===== src/rtl/morse_sequencer_if.sv =====
// Start/select request and Morse status bundle for morse_sequencer.
interface morse_sequencer_if;
    logic       m_start;
    logic [5:0] m_select;
    logic       m_out;
    logic       m_busy;
    logic       m_done;
    logic       m_err;

    // Requester side: drives start/select, observes LED and status.
    modport master (
        output m_start,
        output m_select,
        input  m_out,
        input  m_busy,
        input  m_done,
        input  m_err
    );

    // Sequencer side.
    modport slave (
        input  m_start,
        input  m_select,
        output m_out,
        output m_busy,
        output m_done,
        output m_err
    );
endinterface


===== src/rtl/morse_sequencer.sv =====
// Morse code generator for A-Z and 0-9 with unit-exact mark/gap timing.
// Optional macro MORSE_REPEAT_EN: while m_start stays high the captured
// letter repeats with a 7-unit word gap between letters.
module morse_sequencer #(
    parameter int unsigned UNIT_CYCLES = 25000000,
    parameter int unsigned CNT_W       = 28,
    parameter int unsigned LETTER_GAP  = 3
) (
    input  logic             m_clock,
    input  logic             m_clear,
    morse_sequencer_if.slave bus
);
    localparam int unsigned UNITS_W    = 8;
    localparam int unsigned WORD_UNITS = 4;
    localparam logic [CNT_W-1:0] UNIT_LOAD = CNT_W'(UNIT_CYCLES - 1);

    typedef enum logic [2:0] {
        S_IDLE,
        S_MARK,
        S_GAP,
        S_TAIL,
        S_WORD
    } state_t;

    // Table entry: {len[2:0], code[4:0]}; code right-aligned, first symbol at bit len-1, 1 = dash.
    function automatic logic [7:0] morse_lut(input logic [5:0] sel);
        logic [7:0] ent;
        ent = 8'd0;
        case (sel)
            6'd0:  ent = {3'd2, 5'b00001}; // A .-
            6'd1:  ent = {3'd4, 5'b01000}; // B -...
            6'd2:  ent = {3'd4, 5'b01010}; // C -.-.
            6'd3:  ent = {3'd3, 5'b00100}; // D -..
            6'd4:  ent = {3'd1, 5'b00000}; // E .
            6'd5:  ent = {3'd4, 5'b00010}; // F ..-.
            6'd6:  ent = {3'd3, 5'b00110}; // G --.
            6'd7:  ent = {3'd4, 5'b00000}; // H ....
            6'd8:  ent = {3'd2, 5'b00000}; // I ..
            6'd9:  ent = {3'd4, 5'b00111}; // J .---
            6'd10: ent = {3'd3, 5'b00101}; // K -.-
            6'd11: ent = {3'd4, 5'b00100}; // L .-..
            6'd12: ent = {3'd2, 5'b00011}; // M --
            6'd13: ent = {3'd2, 5'b00010}; // N -.
            6'd14: ent = {3'd3, 5'b00111}; // O ---
            6'd15: ent = {3'd4, 5'b00110}; // P .--.
            6'd16: ent = {3'd4, 5'b01101}; // Q --.-
            6'd17: ent = {3'd3, 5'b00010}; // R .-.
            6'd18: ent = {3'd3, 5'b00000}; // S ...
            6'd19: ent = {3'd1, 5'b00001}; // T -
            6'd20: ent = {3'd3, 5'b00001}; // U ..-
            6'd21: ent = {3'd4, 5'b00001}; // V ...-
            6'd22: ent = {3'd3, 5'b00011}; // W .--
            6'd23: ent = {3'd4, 5'b01001}; // X -..-
            6'd24: ent = {3'd4, 5'b01011}; // Y -.--
            6'd25: ent = {3'd4, 5'b01100}; // Z --..
            6'd26: ent = {3'd5, 5'b11111}; // 0
            6'd27: ent = {3'd5, 5'b01111}; // 1
            6'd28: ent = {3'd5, 5'b00111}; // 2
            6'd29: ent = {3'd5, 5'b00011}; // 3
            6'd30: ent = {3'd5, 5'b00001}; // 4
            6'd31: ent = {3'd5, 5'b00000}; // 5
            6'd32: ent = {3'd5, 5'b10000}; // 6
            6'd33: ent = {3'd5, 5'b11000}; // 7
            6'd34: ent = {3'd5, 5'b11100}; // 8
            6'd35: ent = {3'd5, 5'b11110}; // 9
            default: ent = 8'd0;
        endcase
        return ent;
    endfunction

    state_t             state_q;
    logic               start_q;
    logic [5:0]         sel_q;
    logic [2:0]         idx_q;
    logic [CNT_W-1:0]   cnt_q;
    logic [UNITS_W-1:0] units_q;
    logic               out_q;
    logic               busy_q;
    logic               done_q;
    logic               err_q;

    logic [7:0]         lut_cur;
    logic [7:0]         lut_new;
    logic [2:0]         cur_len;
    logic [2:0]         new_len;
    logic [4:0]         cur_code;
    logic [2:0]         bit_sel;
    logic               cur_dash;
    logic [UNITS_W-1:0] target_units;
    logic               tick;
    logic               unit_last;
    logic               start_edge;
    logic               sel_valid;

    // Symbol lookup, interval length for the current state and unit/edge decode.
    always_comb begin
        lut_cur      = morse_lut(sel_q);
        lut_new      = morse_lut(bus.m_select);
        cur_len      = 3'(lut_cur >> 5);
        new_len      = 3'(lut_new >> 5);
        cur_code     = 5'(lut_cur);
        bit_sel      = idx_q - 3'd1;
        cur_dash     = |(cur_code & (5'b00001 << bit_sel));
        target_units = UNITS_W'(1);
        case (state_q)
            S_MARK:  target_units = cur_dash ? UNITS_W'(3) : UNITS_W'(1);
            S_GAP:   target_units = UNITS_W'(1);
            S_TAIL:  target_units = UNITS_W'(LETTER_GAP);
            S_WORD:  target_units = UNITS_W'(WORD_UNITS);
            default: target_units = UNITS_W'(1);
        endcase
        tick       = (cnt_q == '0);
        unit_last  = (units_q == target_units - UNITS_W'(1));
        start_edge = bus.m_start & ~start_q;
        sel_valid  = (bus.m_select < 6'd36);
    end

    // Sequencer FSM with unit timer and registered outputs.
    always_ff @(posedge m_clock or negedge m_clear) begin
        if (!m_clear) begin
            state_q <= S_IDLE;
            start_q <= 1'b1;
            sel_q   <= '0;
            idx_q   <= '0;
            cnt_q   <= '0;
            units_q <= '0;
            out_q   <= 1'b0;
            busy_q  <= 1'b0;
            done_q  <= 1'b0;
            err_q   <= 1'b0;
        end else begin
            start_q <= bus.m_start;
            done_q  <= 1'b0;
            err_q   <= 1'b0;

            if (state_q != S_IDLE) begin
                if (tick) begin
                    cnt_q   <= UNIT_LOAD;
                    units_q <= unit_last ? '0 : units_q + UNITS_W'(1);
                end else begin
                    cnt_q <= cnt_q - CNT_W'(1);
                end
            end

            case (state_q)
                S_IDLE: begin
                    if (start_edge) begin
                        if (sel_valid) begin
                            sel_q   <= bus.m_select;
                            idx_q   <= new_len;
                            cnt_q   <= UNIT_LOAD;
                            units_q <= '0;
                            out_q   <= 1'b1;
                            busy_q  <= 1'b1;
                            state_q <= S_MARK;
                        end else begin
                            err_q <= 1'b1;
                        end
                    end
                end
                S_MARK: begin
                    if (tick && unit_last) begin
                        idx_q   <= idx_q - 3'd1;
                        out_q   <= 1'b0;
                        state_q <= (idx_q == 3'd1) ? S_TAIL : S_GAP;
                    end
                end
                S_GAP: begin
                    if (tick && unit_last) begin
                        out_q   <= 1'b1;
                        state_q <= S_MARK;
                    end
                end
                S_TAIL: begin
                    if (tick && unit_last) begin
                        done_q <= 1'b1;
`ifdef MORSE_REPEAT_EN
                        if (bus.m_start) begin
                            state_q <= S_WORD;
                        end else begin
                            state_q <= S_IDLE;
                            busy_q  <= 1'b0;
                        end
`else
                        state_q <= S_IDLE;
                        busy_q  <= 1'b0;
`endif
                    end
                end
`ifdef MORSE_REPEAT_EN
                S_WORD: begin
                    if (tick && unit_last) begin
                        idx_q   <= cur_len;
                        out_q   <= 1'b1;
                        state_q <= S_MARK;
                    end
                end
`endif
                default: begin
                    state_q <= S_IDLE;
                    out_q   <= 1'b0;
                    busy_q  <= 1'b0;
                end
            endcase
        end
    end

    assign bus.m_out  = out_q;
    assign bus.m_busy = busy_q;
    assign bus.m_done = done_q;
    assign bus.m_err  = err_q;

endmodule

===== src/flat_wrapper.sv =====
// flat-port wrapper written by rule: the top's interface ports become plain ports
module morse_sequencer_flat 
#(
    parameter int unsigned UNIT_CYCLES = 25000000,
    parameter int unsigned CNT_W       = 28,
    parameter int unsigned LETTER_GAP  = 3
)
  (m_clock, m_clear, bus_m_start, bus_m_select, bus_m_out, bus_m_busy, bus_m_done, bus_m_err);
  morse_sequencer_if bus_i ();
  input  logic m_clock;
  input  logic m_clear;
  input wire logic [$bits(bus_i.m_start)-1:0] bus_m_start;
  input wire logic [$bits(bus_i.m_select)-1:0] bus_m_select;
  output wire logic [$bits(bus_i.m_out)-1:0] bus_m_out;
  output wire logic [$bits(bus_i.m_busy)-1:0] bus_m_busy;
  output wire logic [$bits(bus_i.m_done)-1:0] bus_m_done;
  output wire logic [$bits(bus_i.m_err)-1:0] bus_m_err;
  assign bus_i.m_start = bus_m_start;
  assign bus_i.m_select = bus_m_select;
  assign bus_m_out = bus_i.m_out;
  assign bus_m_busy = bus_i.m_busy;
  assign bus_m_done = bus_i.m_done;
  assign bus_m_err = bus_i.m_err;
  morse_sequencer #(.UNIT_CYCLES(UNIT_CYCLES), .CNT_W(CNT_W), .LETTER_GAP(LETTER_GAP)) u_core (.m_clock(m_clock), .m_clear(m_clear), .bus(bus_i));
endmodule

===== config.mk =====
export PLATFORM = sky130hd
export DESIGN_NAME = morse_sequencer_flat
export DESIGN_NICKNAME = d
export VERILOG_FILES = /design/src/rtl/morse_sequencer_if.sv /design/src/rtl/morse_sequencer.sv /design/src/flat_wrapper.sv
export SDC_FILE = /design/constraint.sdc
export NUM_CORES = 1
export LEC_CHECK = 0
export BUFFER_PORTS_ARGS = -buffer_cell sky130_fd_sc_hd__buf_4
export CORE_ASPECT_RATIO = 1.75
export CORE_MARGIN = 3
export CORE_UTILIZATION = 46
export DETAILED_ROUTE_END_ITERATION = 10
export PLACE_DENSITY_LB_ADDON = 0.3
export SLEW_MARGIN = 30
export SYNTH_ARGS = -nofsm -noshare
export SYNTH_HDL_FRONTEND = slang
export SYNTH_SLANG_ARGS = --single-unit

===== constraint.sdc =====
create_clock -name m_clock -period 4.3 [get_ports m_clock]
set_clock_uncertainty 0.2 [all_clocks]
set_input_delay 0.86 -clock m_clock [delete_from_list [all_inputs] [get_ports m_clock]]
set_output_delay 0.86 -clock m_clock [all_outputs]
set_load 0.1 [all_outputs]

; Yosys cells after proc, flatten, opt, wreduce, memory -nomap -nowiden
; Memories as Yosys holds them, arrays and structs flattened.
; Index checks and enable logic that the tools add are counted.
[classes]
addsub = 4
multipliers = 0
div = 0
n_lt_le_gt_ge = 1
n_eq_ne = 11
shifts = 1
n_mux = 35
bitwise = 5
n_reduce_logical = 12
[ops]
columns = op, count
row1 = two-way mux 28 bit, 5
row2 = two-way mux 8 bit, 6
row3 = logical NOT 28 bit, 1
row4 = subtractor 28 x 1 -> 28 bit (second input constant), 1
row5 = two-way mux 3 bit, 8
row6 = one-hot mux 8 bit (3 select lines), 1
row7 = one-hot mux 3 bit (4 select lines), 1
row8 = two-way mux 1 bit, 10
row9 = != test 2 x 1 -> 1 bit (second input constant), 5
row10 = AND reduction 5 bit, 2
row11 = adder 8 x 1 -> 8 bit (second input constant), 1
row12 = equality test 8 bit, 1
row13 = AND reduction 4 bit, 2
row14 = subtractor 8 x 1 -> 8 bit (second input constant), 1
row15 = equality test 3 x 1 -> 1 bit (second input constant), 2
row16 = equality test 3 x 2 -> 1 bit (second input constant), 2
row17 = < comparator 6 bit (second input constant), 1
row18 = one-hot mux 3 bit (2 select lines), 1
row19 = bitwise AND 5 bit, 1
row20 = OR reduction 5 bit, 1
row21 = left shift 1 x 3 -> 5 bit (first input constant), 1
row22 = one-hot mux 1 bit (4 select lines), 1
row23 = equality test 3 bit (second input constant), 1
row24 = logical NOT 3 bit, 1
row25 = other kinds (10), 12
[word_totals]
register_bits = 53
latch_bits = 0
mem_bits_rw = 0
rom_bits = 1024
inputBits = 9
out_inout_bits = 4
word_cells = 81
n_memories = 2
[memory_table]
columns = memory, words, word_bits, read_ports, rd_ports_with_merged_regs, write_ports, line_no
row1 = (name not given), 64, 8, 1, 0, 0, morse_sequencer.sv:29  ; case (sel)
row2 = (name not given), 64, 8, 1, 0, 0, morse_sequencer.sv:29

; Longest topological paths before layout
; Gate-level depths: netlist (run 1).
[depth]
depth_word = 14
depth_mapped = 11
ltp_nobuf = 10

; Worst setup path before layout (run 1)
; Ideal clock, no wire load.
[synth_path]
kind = reg2reg
from = register u_core.sel_q[1]
to = register u_core.units_q[3]
setup_time_ns = 0.082
t_arrival_ns = 2.748
t_required_ns = 4.018
slack_ns = 1.270
path_stages_with_launch = 11
path_buffers = 0
period_less_slack_ns = 3.030
cell_sequence = dfrtp_1 inv_1 ha_1 inv_1 mux4_2 a221oi_2 o221ai_1 a311oi_2 mux2_4 or3_1 a31oi_1
[synth_via]
elab_chain_len = 13
[synth_rtl]
columns = element, line_no
row1 = from (decl), morse_sequencer.sv:73  ; logic [5:0] sel_q;
row2 = from (signal assigned), morse_sequencer.sv:149  ; sel_q <= bus.m_select;
row3 = memory read (64 x 8 bit) (*), n/a
row4 = bitwise AND 5 bit (*), morse_sequencer.sv:103  ; cur_dash = |(cur_code & (5'b00001 << bit_sel));
row5 = OR reduction 5 bit (*), morse_sequencer.sv:103
row6 = two-way mux 2 bit (*), morse_sequencer.sv:106  ; S_MARK: target_units = cur_dash ? UNITS_W'(3) : UNITS_W'(1);
row7 = one-hot mux 8 bit (3 select lines) (*), morse_sequencer.sv:105  ; case (state_q)
row8 = subtractor 8 x 1 -> 8 bit (*), morse_sequencer.sv:113  ; unit_last = (units_q == target_units - UNITS_W'(1));
row9 = equality test 8 bit (*), morse_sequencer.sv:113
row10 = two-way mux 8 bit (*), morse_sequencer.sv:139  ; units_q <= unit_last ? '0 : units_q + UNITS_W'(1);
row11 = two-way mux 8 bit (*), morse_sequencer.sv:137  ; if (tick) begin
row12 = two-way mux 8 bit (*), morse_sequencer.sv:136  ; if (state_q != S_IDLE) begin
row13 = two-way mux 8 bit, morse_sequencer.sv:148  ; if (sel_valid) begin
row14 = two-way mux 8 bit, morse_sequencer.sv:147  ; if (start_edge) begin
row15 = two-way mux 8 bit (*), morse_sequencer.sv:145  ; case (state_q)
row16 = to (signal assigned), morse_sequencer.sv:139
row17 = to (decl), morse_sequencer.sv:76  ; logic [UNITS_W-1:0] units_q;
; Every way passes the cells marked *; elsewhere a longest branch is shown, timed or not.
; A chain may end at the register's enable or synchronous reset.

; Worst setup path after layout (run 1)
; Ends and elaborated chain as after synthesis.

==> results of run 1 <==
## logic make-up (layout without fill, tap and decap cells)
family,count (synthesis),after routing,synth area share
AOI/OAI and AO/OA,60,60,0.126
and+or+nand+nor,164,164,0.250
DFF,52,52,0.381
muxes,12,12,0.0487
adders and majority gates,22,22,0.0806
buffers and inverters,35,42,0.0443
xor gates and xnor gates,27,27,0.0692
## cell type report
cell class	instances	area, um2
Fill cell	680	3520
Clock inverter	3	26.3
Sequential cell	52	1300
Multi-Input combinational cell	285	1960
Inverter	18	67.6
Clock buffer	5	125
Timing Repair Buffer	16	120
Tap cell	86	108
## flip-flops by register name, summed over array words and instances (netlist names)
| name | count |
|---|---|
| u_core.units_q | 8 |
| u_core.sel_q | 6 |
| u_core.bus.m_busy | 1 |
| u_core.state_q | 2 |
| u_core.bus.m_done | 1 |
| u_core.start_q | 1 |
| u_core.idx_q | 3 |
| u_core.bus.m_out | 1 |
| u_core.cnt_q | 28 |
| u_core.bus.m_err | 1 |
## per-layer routing
metal / track usage / vias to the layer above
met5: 0 / -
li1: - / 1337
met3: 0.0251 / 11
met4: 0.0659 / 0
met1: 0.199 / 1296
met2: 0.336 / 37
## per-stage QoR
step	total power [mW]	cell area (um2)	hold WS, ns	util
after floorplan	1.43	3420	0.251	-
after global placement	1.61	3560	0.272	0.492
after detailed placement	1.63	3560	0.280	0.492
after CTS	2.05	3710	0.297	0.513
after global routing	2.19	3710	0.329	0.513
final	2.03	3710	0.297	0.513
## power groups by stage
stage	Combinational, mW	Sequential (mW)	Clock (mW)
2_1_floorplan	0.684	0.747	0
3_3_place_gp	0.863	0.744	0
6_report	0.879	0.747	0.408
3_5_place_dp	0.881	0.753	0
4_1_cts	0.884	0.745	0.421
5_1_grt	0.980	0.769	0.436
## synthesized netlist by cell type, types with 5 or more instances
cell	n
xor2_1	8
inv_1	18
nand2b_1	6
mux2i_1	5
or3_1	5
clkbuf_1	10
nor2b_1	5
dfrtp_1	51
o21ai_0	10
nand2_1	36
nor3_1	17
nand3_1	10
ha_1	22
a21oi_1	14
nor2_1	43
xnor2_1	19
nor4_1	9
## worst paths after layout
check	slack (ns)	startpoint	endpoint
max	0.97	u_core.sel_q[1]	u_core.units_q[3]
min	0.30	u_core.units_q[7]	u_core.units_q[7]
max reg2reg	0.97	u_core.sel_q[1]	u_core.units_q[3]
min reg2reg	0.30	u_core.units_q[7]	u_core.units_q[7]
max in group asynchronous	3.06	m_clear	u_core.idx_q[1]
min in group asynchronous	0.40	m_clear	u_core.cnt_q[16]
## cell usage in the layout, fill, tap and decap left out, types with 4 or more instances in the layout
cell type / count
nor2_1: 43
clkbuf_16: 5
ha_1: 22
mux2i_1: 5
o21ai_0: 10
xor2_1: 8
or4_1: 4
dfrtp_1: 51
nor2b_1: 5
xnor2_1: 19
nand3b_1: 4
nor3b_1: 4
nor4_1: 9
and3_1: 4
nor3_1: 17
nand2b_1: 6
buf_4: 16
nand3_1: 10
inv_1: 18
a21oi_1: 14
or3_1: 5
nand2_1: 36
o211ai_1: 4
==> impl_metrics.toml, run 1 <==
[status]
status = "complete, no violations"

[global_routing]
grt_util_all_layers = 0.179
grt-ovfl-total = 0
grt_max_degree = 53
antenna_found_initial = 0
grt_pass1_wl_um = 12500
grt_pass1_vias = 2774

[worst_hold_path]
min-delay-path-class = "register to register"
min_delay_path_depth = 1

[synthesis]
syn-cell-area_mm2 = 0.00342
yosysTopAreaCellShare = 0.373
synth_edf_count = 0
synthArstFlopShare = 1.00
synth_nets = 403
synthCells = 372
synth_area_leader_cell = "dfrtp_1"
seq_area_frac_synth = 0.381
synth_area_leaders = "dfrtp_1, ha_1, xnor2_1"
synth_warnings = 0
yosys_register_bits = 52
synth.distinct_cells = 60
ys.flop_type = "dfrtp_1"
avgSynthCellArea_um2 = 9.19

[timing]
final-hold-violation-count = 0
fin_crit_ns = 3.33
fin_crit_sh = 0.774
finalSetupTns_ns = 0
worst-slew-pin-transition_ns = 0.659
rsz0062_at_grt = "false"
max_freq_mhz = 300
slew_viol_final = 0
layout_setup_ws_ns = 0.970
setup_violations = 0
max_slew_margin = 0.561

[power]
share_comb_of_total_power = 0.432
pwr-share-clk = 0.201
power_density_mw_per_mm2 = 548
p_sw_mw = 0.864
seq_power_share = 0.367
ir_drop_uv = 283
netSwitchingFraction = 0.424
internal_power_mw = 1.17
p_leak_nw = 1.51

[floorplanning]
rows = 41
pin_count = 13
die_y_um = 120
fp.dieW_um = 71.2
initial_core_util = 0.472
coreArea_mm2 = 0.00723
dieArea_mm2 = 0.00854

[worst_setup_path]
crit_buf_inv = 2
required_ns = 4.32
crit_top_cell = "inv_1"
worst-path-max-fanout = 18
critPathSlowestCell = "mux4_2"
critPathMaxStageDelay_ns = 0.46
worstRegToRegCells = 10
crit_chain = "inv_1 -> ha_1 -> inv_1 -> mux4_2 -> o21ai_0 -> nor2_1 -> a311oi_2 -> mux2_4 -> or3_1 -> a31oi_1"
startpoint_type = "register"
endpoint_kind = "register"
critical_path.top_delay_family = "multiplexers"
criticalPathCategory = "register to register"
crit_cells = 10
cp.arrival_ns = 3.35

[detailed_routing]
ant_nets = 0
drc_errors = 0
route.detailed.wl_per_inst_um = 15.1
dr_wl_met3_um = 164
vias = 2681
met2_length_um = 3950
viasPerCell = 5.77
highest_layer = "met4"
drtIter0Drc = 161
firstDrtPassIters = 4
wirelength_um = 7040
wl_met1_um = 2780

[clocking]
max-clock-path-buffers = 2
cts.clk_slew.worst_paths_ns = 0.07
numCtsBuffers = 5
cts_tree = "built"
cts_max_level = 2
post-cts-setup-buffers = 0
hold_buffers = 0
cts_root_buf = "clkbuf_16"
cts_sinks = 52
insertion_delay_ns = 0.30
cts.repair.resized = 0

[cells_and_area]
stdcell_count = 465
drive_gt1_frac = 0.111
area_delta_synth_final_pct = 8.64
n_antenna_cell = 0
fin_nets = 409

[place]
dp.cells = 457
gp_congestion = 0.782
port_buffers = 12
dp_hpwl_um = 5140
place_ws_ns = 0.972

[run]
drv_cap = 0
(Power assumes the default switching activity.)
==> run 2, diff against run 1 <==
--- a/config.mk
+++ b/config.mk
@@ -5,6 +5,7 @@
 export SDC_FILE = /design/constraint.sdc
 export NUM_CORES = 1
 export LEC_CHECK = 0
+export ABC_AREA = 1
 export BUFFER_PORTS_ARGS = -buffer_cell sky130_fd_sc_hd__buf_4
 export CORE_ASPECT_RATIO = 1.75
 export CORE_MARGIN = 3
==> constraint.sdc (replaced) <==
create_clock -name m_clock -period 3 [get_ports m_clock]
set_clock_uncertainty 0.2 [all_clocks]
set_input_delay 0.6 -clock m_clock [delete_from_list [all_inputs] [get_ports m_clock]]
set_output_delay 0.6 -clock m_clock [all_outputs]
set_load 0.1 [all_outputs]
==> impl_metrics.toml, run 2 <==
[status]
status = "complete, no violations"

[cells_and_area]
fin_nets = 521
reg.largest.list = "u_core.cnt_q (28), u_core.units_q (8), u_core.sel_q (6)"
drive_gt1_frac = 0.112
stdcell_count = 577
top_register = "u_core.cnt_q"
mostFrequentLayoutCell = "nand2_1"
n_antenna_cell = 0
seqCellArea_mm2 = 0.00131
multiInputGateArea_mm2 = 0.00189
area_delta_synth_final_pct = 9.49
final_cell_mix = "nand2_1, nor2_1, inv_1"
largest_reg_flops = 28
fillCellCount = 705

[synthesis]
yosys_register_bits = 52
synth_xor_area_frac = 0.0575
synthArstFlopShare = 1.00
ys.flop_type = "dfrtp_1"
synthCells = 475
synth.distinct_cells = 37
seq_area_frac_synth = 0.372
synth_nets = 506
ys_top_cells_by_count = "nand2_1, nor2_1, inv_1, dfrtp_1, nand3_1"
synth_most_common_cell = "nand2_1"
synth_warnings = 0
avgSynthCellArea_um2 = 7.38
yosysTopAreaCellShare = 0.364
synth_area_leader_cell = "dfrtp_1"
synth_simple_gate_area_frac = 0.328
synth_area_leaders = "dfrtp_1, nand2_1, ha_1"
synth_edf_count = 0
synth_mux_area_frac = 0
synth_top_family_by_area = "simple AND/OR/NAND/NOR gates"
syn-cell-area_mm2 = 0.00351
synthAdderAreaFrac = 0.0785
synth-compound-area-share = 0.0742

[place]
place_ws_ns = 0.259
dp_hpwl_um = 6100
dp.cells = 569
gp_congestion = 0.944
port_buffers = 12

[floorplanning]
initial_core_util = 0.481
dieArea_mm2 = 0.00875
die_y_um = 121
rows = 41
pin_count = 13
fp.dieW_um = 72.0
coreArea_mm2 = 0.00728

[power]
ir_drop_uv = 344
p_sw_mw = 1.46
power_density_mw_per_mm2 = 825
netSwitchingFraction = 0.460
pwr-share-clk = 0.180
share_comb_of_total_power = 0.483
internal_power_mw = 1.71
p_leak_nw = 1.77
seq_power_share = 0.338

[global_routing]
grt_pass1_vias = 3108
grt-ovfl-total = 0
grt_pass1_wl_um = 13700
antenna_found_initial = 0
grt_util_all_layers = 0.197
grt_max_degree = 53

[worst_setup_path]
endpoint_kind = "register"
critPathSlowestCell = "dfrtp_2"
crit_buf_inv = 1
critPathMaxStageDelay_ns = 0.46
crit_chain = "inv_1 -> ha_1 -> nand2_1 -> nand2_1 -> nor2_1 -> nor2_1 -> nor2_1 -> nand2_1 -> nand2_1 -> nand3_1 -> o21bai_1 -> nand2_1 -> nand2_1 -> nand4_2 -> nand2_2 -> nand3_1 -> nand2_1 -> nand2_1"
criticalPathCategory = "register to register"
cp.arrival_ns = 2.68
worst-path-max-fanout = 7
required_ns = 2.99
startpoint_type = "register"
critical_path.top_delay_family = "simple AND/OR/NAND/NOR gates"
crit_top_cell = "nand2_1"

[timing]
finalSetupTns_ns = 0
hold_ws_ns = 0.140
slew_viol_final = 0
rsz0062_at_grt = "false"
max_freq_mhz = 371
max_slew_margin = 0.556
fin_crit_ns = 2.69
final-hold-violation-count = 0
layout_setup_ws_ns = 0.308
worst-slew-pin-transition_ns = 0.666
setup_violations = 0
fin_crit_sh = 0.897

[worst_hold_path]
min-delay-path-class = "input pin to async pin"

[detailed_routing]
firstDrtPassIters = 4
vias = 3026
drtIter0Drc = 194
route.detailed.wl_per_inst_um = 13.6
wirelength_um = 7820
ant_nets = 0
viasPerCell = 5.24
drc_errors = 0

[clocking]
insertion_delay_ns = 0.30
cts.clk_slew.worst_paths_ns = 0.07
max-clock-path-buffers = 2
cts_max_level = 2
hold_buffers = 0
cts_tree = "built"
cts_root_buf = "clkbuf_16"
numCtsBuffers = 5
cts_sinks = 52

[run]
drv_cap = 0
-- run 2: path summary, 6_finish.rpt --
path | from | endpoint | slack, ns | cells past startpoint
setup / recovery | u_core.sel_q[1] | u_core.state_q[0] | 0.31 | 18
hold / removal | m_clear | u_core.state_q[1] | 0.14 | 1
setup reg to reg | u_core.sel_q[1] | u_core.state_q[0] | 0.31 | 18
hold reg to reg | u_core.bus.m_out | u_core.bus.m_out | 0.29 | 2
max in group asynchronous | m_clear | u_core.sel_q[0] | 1.98 | 1
min in group m_clock | bus_m_start | u_core.start_q | 0.21 | 1
-- run 2: cells by family (layout without fill, tap and decap cells) --
group	Yosys count	after routing
flip-flops	52	52
AO/OA/AOI/OAI	48	48
AND/OR/NAND/NOR	252	252
adder cells (fa/ha/maj)	22	22
XOR/XNOR	23	23
buffers and inverters	78	94
-- run 2: per-stage QoR --
step / area [um2] / util / total power [mW]
final: 3840 / 0.527 / 3.17
after floorplan: 3510 / - / 2.20
after global placement: 3690 / 0.506 / 2.56
after global routing: 3840 / 0.527 / 3.46
after detailed placement: 3690 / 0.506 / 2.59
after CTS: 3830 / 0.526 / 3.18
-- run 2: metal layers --
| metal | track usage | wire length [um] | vias up |
|---|---|---|---|
| met5 | 0 | 0 | - |
| met3 | 0.0307 | 166 | 21 |
| met4 | 0.0824 | 272 | 0 |
| met1 | 0.203 | 2970 | 1401 |
| met2 | 0.378 | 4410 | 44 |
| li1 | - | - | 1560 |
-- run 2: cell type report --
class | count | share of cell area
clock buffers | 6 | 0.0336
clock inverters | 2 | 0.00424
inverters | 69 | 0.0678
multi-input cells | 345 | 0.493
flip-flops and latches | 52 | 0.340
well taps | 86 | 0.0280
repair buffers | 17 | 0.0332
-- run 2: what timing repair did --
action,4_1_cts,5_1_grt
setup endpoints to repair,0,5
buffers inserted,0,0
gates resized for setup,0,4
-- run 2: power by group through the flow --
stage	combinational (mW)	clock [mW]	sequential (mW)
final	1.53	0.569	1.07
after global routing	1.74	0.616	1.10
after CTS	1.52	0.588	1.06
after detailed placement	1.52	0	1.07
after global placement	1.49	0	1.07
after floorplan	1.08	0	1.12
